==> config.mk <==
export PLATFORM = sky130hd
export DESIGN_NAME = regfile_dump_streamer
export DESIGN_NICKNAME = d
export VERILOG_FILES = /design/src/rtl/regfile_dump_streamer_pkg.sv /design/src/rtl/regfile_dump_streamer_out_buffer.sv /design/src/rtl/regfile_dump_streamer.sv
export SDC_FILE = /design/constraint.sdc
export NUM_CORES = 1
export LEC_CHECK = 0
export BUFFER_PORTS_ARGS = -buffer_cell sky130_fd_sc_hd__buf_2
export CAP_MARGIN = 20
export CORE_MARGIN = 1.5
export CORE_UTILIZATION = 35
export CTS_CLUSTER_SIZE = 12
export DETAILED_ROUTE_END_ITERATION = 8
export GPL_ROUTABILITY_DRIVEN = 0
export PLACE_DENSITY = 0.53
export SETUP_SLACK_MARGIN = 0.3
export SLEW_MARGIN = 10
export SYNTH_ARGS = -nofsm -noshare
export SYNTH_HDL_FRONTEND = slang
export SYNTH_HIERARCHICAL = 1
export SYNTH_SLANG_ARGS = --single-unit
==> constraint.sdc <==
create_clock -name clk -period 4.1 [get_ports clk]
set_clock_uncertainty 0.1 [all_clocks]
set_input_delay 0.82 -clock clk [delete_from_list [all_inputs] [get_ports clk]]
set_output_delay 0.82 -clock clk [all_outputs]
set_load 0.03 [all_outputs]
==> src/rtl/regfile_dump_streamer_pkg.sv <==
// Shared definitions for the register-file dump streamer.
// Contents: dump sequencing states, output tag constants and a helper that
// turns a register index into the tag carried alongside that register's beat.
package regfile_dump_streamer_pkg;

   // Width of the register-file read address and of the output tag field.
   localparam int RADDR_W = 5;
   localparam int TAG_W   = 6;

   // Tags that frame a dump: the header carries the PC, the trailer the XOR checksum.
   localparam logic [TAG_W-1:0] TAG_HDR = 6'h00;
   localparam logic [TAG_W-1:0] TAG_TRL = 6'h3F;

   // Dump sequencing states.
   typedef enum logic [2:0] {
      ST_IDLE,
      ST_HDR,
      ST_REGS,
      ST_TRL,
      ST_FIN
   } dumpState_t;

   // Register beats are tagged with their own index; the top tag bit stays clear
   // so a register tag can never collide with the trailer tag.
   function automatic logic [TAG_W-1:0] regTag(input logic [RADDR_W-1:0] idx);
      return {1'b0, idx};
   endfunction

endpackage

==> src/rtl/regfile_dump_streamer_out_buffer.sv <==
// dump_out_buffer: single-entry valid/ready output register for the dump stream.
// Ports:
//   clk, reset     - clock and synchronous active-high reset
//   i_load         - request to place a new word into the register
//   i_data, i_tag  - word and tag to place
//   i_ready        - downstream consumer accepts the held word this cycle
//   o_valid        - a word is held and offered downstream
//   o_data, o_tag  - the held word and tag
//   o_canLoad      - the register is free (empty, or its word leaves this cycle)
module dump_out_buffer #(
   parameter int XLEN  = 32,
   parameter int TAG_W = 6
) (
   input  logic             clk,
   input  logic             reset,
   input  logic             i_load,
   input  logic [XLEN-1:0]  i_data,
   input  logic [TAG_W-1:0] i_tag,
   input  logic             i_ready,
   output logic             o_valid,
   output logic [XLEN-1:0]  o_data,
   output logic [TAG_W-1:0] o_tag,
   output logic             o_canLoad
);

   logic             r_valid;
   logic [XLEN-1:0]  r_data;
   logic [TAG_W-1:0] r_tag;
   logic             w_canLoad;

   // A new word may enter only when the current one is gone or departing, so a
   // stalled word is never overwritten.
   assign w_canLoad = !r_valid || i_ready;

   // Holding register: loads when free, otherwise keeps data/tag frozen until
   // the consumer takes the word; valid only drops on acceptance without a reload.
   always_ff @(posedge clk) begin
      if (reset) begin
         r_valid <= 1'b0;
         r_data  <= '0;
         r_tag   <= '0;
      end else if (i_load && w_canLoad) begin
         r_valid <= 1'b1;
         r_data  <= i_data;
         r_tag   <= i_tag;
      end else if (r_valid && i_ready) begin
         r_valid <= 1'b0;
      end
   end

   assign o_valid   = r_valid;
   assign o_data    = r_data;
   assign o_tag     = r_tag;
   assign o_canLoad = w_canLoad;

endmodule

==> src/rtl/regfile_dump_streamer.sv <==
// regfile_dump_streamer: on a dump request, streams a snapshot of the register
// file as header (PC), registers FIRST_REG..NUM_REGS-1, then trailer (XOR checksum).
// Ports:
//   clk, reset          - clock and synchronous active-high reset
//   i_dump_req          - single-cycle pulse starting a dump (ignored while busy)
//   i_pc_in             - PC captured into the header when a dump starts
//   o_rf_raddr          - spare register-file read address
//   i_rf_rdata          - combinational read data for o_rf_raddr
//   o_out_valid/o_out_ready handshake with o_out_data/o_out_tag payload
//   o_busy              - dump in progress
//   o_done              - one-cycle pulse after the trailer is accepted
module regfile_dump_streamer
   import regfile_dump_streamer_pkg::*;
#(
   parameter int XLEN      = 32,
   parameter int NUM_REGS  = 32,
   parameter int FIRST_REG = 1
) (
   input  logic               clk,
   input  logic               reset,
   input  logic               i_dump_req,
   input  logic [XLEN-1:0]    i_pc_in,
   output logic [RADDR_W-1:0] o_rf_raddr,
   input  logic [XLEN-1:0]    i_rf_rdata,
   output logic               o_out_valid,
   input  logic               i_out_ready,
   output logic [XLEN-1:0]    o_out_data,
   output logic [TAG_W-1:0]   o_out_tag,
   output logic               o_busy,
   output logic               o_done
);

   localparam logic [RADDR_W-1:0] FIRST_IDX = RADDR_W'(FIRST_REG);
   localparam logic [RADDR_W-1:0] LAST_IDX  = RADDR_W'(NUM_REGS - 1);

   dumpState_t         r_state;
   dumpState_t         w_nextState;
   logic [RADDR_W-1:0] r_idx;
   logic [RADDR_W-1:0] w_nextIdx;
   logic [XLEN-1:0]    r_checksum;
   logic [XLEN-1:0]    w_nextChecksum;

   logic               w_load;
   logic [XLEN-1:0]    w_loadData;
   logic [TAG_W-1:0]   w_loadTag;
   logic               w_canLoad;
   logic               w_outValid;
   logic [XLEN-1:0]    w_outData;
   logic [TAG_W-1:0]   w_outTag;

   dump_out_buffer #(
      .XLEN  (XLEN),
      .TAG_W (TAG_W)
   ) u_outBuffer (
      .clk       (clk),
      .reset     (reset),
      .i_load    (w_load),
      .i_data    (w_loadData),
      .i_tag     (w_loadTag),
      .i_ready   (i_out_ready),
      .o_valid   (w_outValid),
      .o_data    (w_outData),
      .o_tag     (w_outTag),
      .o_canLoad (w_canLoad)
   );

   // State, register pointer and running checksum advance together; reset
   // abandons any partial dump without producing a done pulse.
   always_ff @(posedge clk) begin
      if (reset) begin
         r_state    <= ST_IDLE;
         r_idx      <= '0;
         r_checksum <= '0;
      end else begin
         r_state    <= w_nextState;
         r_idx      <= w_nextIdx;
         r_checksum <= w_nextChecksum;
      end
   end

   // Sequencing. The header is loaded straight from i_pc_in in the request
   // cycle so it is on the bus one cycle later. HDR and REGS share the register
   // load path: while the header sits on the bus the read port already points at
   // the first register, so register beats follow without a bubble. TRL first
   // loads the checksum, then waits for that trailer beat to be accepted.
   always_comb begin
      w_nextState    = r_state;
      w_nextIdx      = r_idx;
      w_nextChecksum = r_checksum;
      w_load         = 1'b0;
      w_loadData     = '0;
      w_loadTag      = TAG_HDR;
      o_rf_raddr     = '0;
      o_busy         = 1'b0;
      o_done         = 1'b0;
      case (r_state)
         ST_IDLE: begin
            if (i_dump_req) begin
               w_load         = 1'b1;
               w_loadData     = i_pc_in;
               w_loadTag      = TAG_HDR;
               w_nextChecksum = i_pc_in;
               w_nextIdx      = FIRST_IDX;
               w_nextState    = ST_HDR;
            end
         end
         ST_HDR, ST_REGS: begin
            o_busy     = 1'b1;
            o_rf_raddr = r_idx;
            if (w_canLoad) begin
               w_load         = 1'b1;
               w_loadData     = i_rf_rdata;
               w_loadTag      = regTag(r_idx);
               w_nextChecksum = r_checksum ^ i_rf_rdata;
               w_nextIdx      = r_idx + 1'b1;
               w_nextState    = (r_idx == LAST_IDX) ? ST_TRL : ST_REGS;
            end
         end
         ST_TRL: begin
            o_busy = 1'b1;
            if (w_outValid && (w_outTag == TAG_TRL)) begin
               if (i_out_ready) begin
                  w_nextState = ST_FIN;
               end
            end else if (w_canLoad) begin
               w_load     = 1'b1;
               w_loadData = r_checksum;
               w_loadTag  = TAG_TRL;
            end
         end
         ST_FIN: begin
            o_done      = 1'b1;
            w_nextState = ST_IDLE;
         end
         default: begin
            w_nextState = ST_IDLE;
         end
      endcase
   end

   assign o_out_valid = w_outValid;
   assign o_out_data  = w_outData;
   assign o_out_tag   = w_outTag;

endmodule

==> flow_summary.json <==
{
  "ff_latch_area_um2": 1582,
  "synth_area_um2": 4766,
  "slowest_delay_ns": 0.71,
  "slowest_stage": "o21bai_4",
  "rows": 42,
  "yosys.area_share.adder": 0.005251,
  "timing.fmax_mhz": 317.5,
  "async_flop_share": 0,
  "start_util": 0.3599,
  "synth_simple_gate_area_frac": 0.1893,
  "maxCapViolCount": 0,
  "drt-pass1-iter-count": 7,
  "clock-sinks": 79,
  "dp_slack_ns": 0.9632,
  "clk_pin_slew_ns": 0.06,
  "synth_top_area_frac": 0.3318,
  "finalHoldViolations": 0,
  "cts_resized": 0,
  "min_period_ns": 3.149,
  "vias": 4652,
  "routedWlPerCell_um": 19.06,
  "synth_top_family_by_area": "compound AO/OA/AOI/OAI gates",
  "leakagePower_nw": 2.378,
  "grt_use_total": 0.2169,
  "grt_pass1_vias": 4521,
  "seq_area_frac_synth": 0.3318,
  "ys_seq_elements": 79,
  "core_area_um2": 13240,
  "worstReg2RegStart": "r_state[1]",
  "synthToLayoutAreaGrowth_pct": 20.37,
  "synth-main-ff-cell": "dfxtp_1",
  "nets": 696,
  "drive_above_1_share": 0.3011,
  "critical_path_required_ns": 4.26,
  "regToRegEndpoint": "r_checksum[2]",
  "path_cells": "xnor2_2 -> buf_4 -> o21bai_4 -> nand2_2 -> o2bb2ai_1",
  "remaining_drc_errors": 0,
  "worst-r2r-cell-count": 5,
  "io_pins": 114,
  "postRouteAntennaNets": 0,
  "ys_types": 44,
  "synth-compound-area-share": 0.3767,
  "postRouteWirelength_um": 15400,
  "crit_type": "reg -> reg",
  "fillers": 1365,
  "clock_latency_ns": 0.34,
  "path_buf_inv": 1,
  "cts_hold_buf": 0,
  "clockBufferDepth": 2,
  "yosys-top-cells-area": "dfxtp_1 33%, a21bo_1 8.0%, a21oi_2 7.0%",
  "die_w_um": 119.7,
  "synth-edff-count": 0,
  "holdPathEnd": "r_idx[4]",
  "antenna_found_initial": 2,
  "place_area_um2": 5374,
  "post-route-period-util": 0.7681,
  "hpwl_um": 10040,
  "p_per_area_nw_per_um2": 533.2,
  "peakVddDrop_mv": 0.2287,
  "synth_xor_area_frac": 0.001838,
  "whs_path_depth": 2,
  "h-tree-depth": 3,
  "mostFrequentLayoutCell": "buf_2",
  "synth.avg_cell_area_um2": 8.713,
  "drt_iter0_markers": 571,
  "grt_overflow": 0,
  "vias_per_cell": 5.757,
  "cts-root-buf": "clkbuf_16",
  "die_h_um": 119.7,
  "ys_warn_count": 6,
  "grt_max_degree": 79,
  "status": "finished clean",
  "synth_mux_area_frac": 0,
  "synth_top_cell_by_area": "dfxtp_1",
  "crit_fanout": 37,
  "numCtsBuffers": 9,
  "tns_ns": 0,
  "relSlewSlack": 0.3182,
  "slew_viol_final": 0,
  "grt_pass1_wl_um": 24400,
  "worst_pin_slew_ns": 1.019,
  "startpoint_type": "flop",
  "synthCells": 547,
  "whs_ns": 0.3784,
  "synth_fp_nets": 617,
  "setup_slack_ns": 0.9508,
  "crit_family": "compound AO/OA/AOI/OAI gates",
  "final_cell_mix": "112 x buf_2, 79 x dfxtp_1, 42 x a21oi_1, 41 x nand3_1, 39 x inv_1",
  "post_cts_buffers": 0,
  "die_area_um2": 14330,
  "hold_path_class": "reg -> reg",
  "r2r_setup_slack_ns": 0.95,
  "cts_tree": "yes",
  "hp-start": "r_idx[4]",
  "port_buffers": 113,
  "worstPathArrival_ns": 3.31,
  "cp-end-kind": "flop",
  "setup_viol_count_final": 0,
  "rsz0062_at_grt": "no",
  "fin_util": 0.4332,
  "final_area_um2": 5737,
  "multi_input_area_um2": 2760
}
==> final cells by class <==
type | count | share of cell area
Timing Repair Buffer | 126 | 0.1160
Antenna cell | 1 | 0.0004362
Clock buffer | 9 | 0.03926
Multi-Input combinational cell | 371 | 0.4811
Inverter | 39 | 0.02552
Clock inverter | 7 | 0.02356
Sequential cell | 79 | 0.2757
Tap cell | 176 | 0.03839
==> layer usage <==
metal	GRT usage	vias up	wire, um
li1	-	2205	-
met1	0.2796	2236	6769
met2	0.3470	185	7098
met3	0.06416	24	1162
met4	0.07217	2	355
met5	0	-	12
==> cell families (layout without fill, tap and decap cells) <==
group	Yosys count	after routing
adder cells (fa/ha/maj)	2	2
XOR/XNOR	1	1
other	0	1
flip-flops	79	79
AO/OA/AOI/OAI	227	227
AND/OR/NAND/NOR	141	141
buffers and inverters	97	181
==> state kept, by name (all words and copies together), names as in the netlist <==
signal,count
u_outBuffer/o_valid,1
u_outBuffer/o_tag,6
r_idx,5
r_checksum,32
u_outBuffer/o_data,32
r_state,3
==> worst max path at each step <==
stage                                       end  slack [ns]  depth (start not counted)         from
after floorplan           u_outBuffer/o_data[0]        1.55                         10  i_out_ready
final                             r_checksum[2]        0.95                          5   r_state[1]
after global placement           r_checksum[30]        1.05                          6  i_out_ready
after detailed placement          r_checksum[2]        0.96                          6  i_out_ready
after CTS                         r_checksum[2]        0.97                          5   r_state[1]
after global routing             r_checksum[30]        0.65                          5   r_state[1]
==> synth_stat cells (all sizes together), types with 2 or more instances <==
cell	number
o2bb2ai	32
nand2b	2
a222oi	32
inv	39
and2	2
nor2b	34
and3	2
nor4b	33
ha	2
dfxtp	79
a31oi	3
a21oi	80
nor2	6
nand3	41
a21bo	38
nand2	13
clkbuf	25
buf	33
a211oi	2
o21ai	34
==> power by group <==
group          total, mW  switching [mW]  internal (mW)
Clock              0.988           0.334          0.653
Sequential         0.991          0.0944          0.897
Combinational       1.08           0.703          0.377
Total               3.06            1.13           1.93
==> stage by stage <==
| stage | std cells | power [mW] |
|---|---|---|
| detailed placement | 791 | 2.081 |
| global placement | 791 | 2.059 |
| global route | 807 | 3.233 |
| finish | 808 | 3.059 |
| CTS | 807 | 3.074 |
| floorplan | 547 | 1.794 |
==> tightest hold or removal path: stages, from the launching register on <==
cell     delay [ns]
dfxtp_1        0.32
nand2_1        0.06
a21oi_1        0.05
Note: power is estimated with default switching activity, not from simulation.
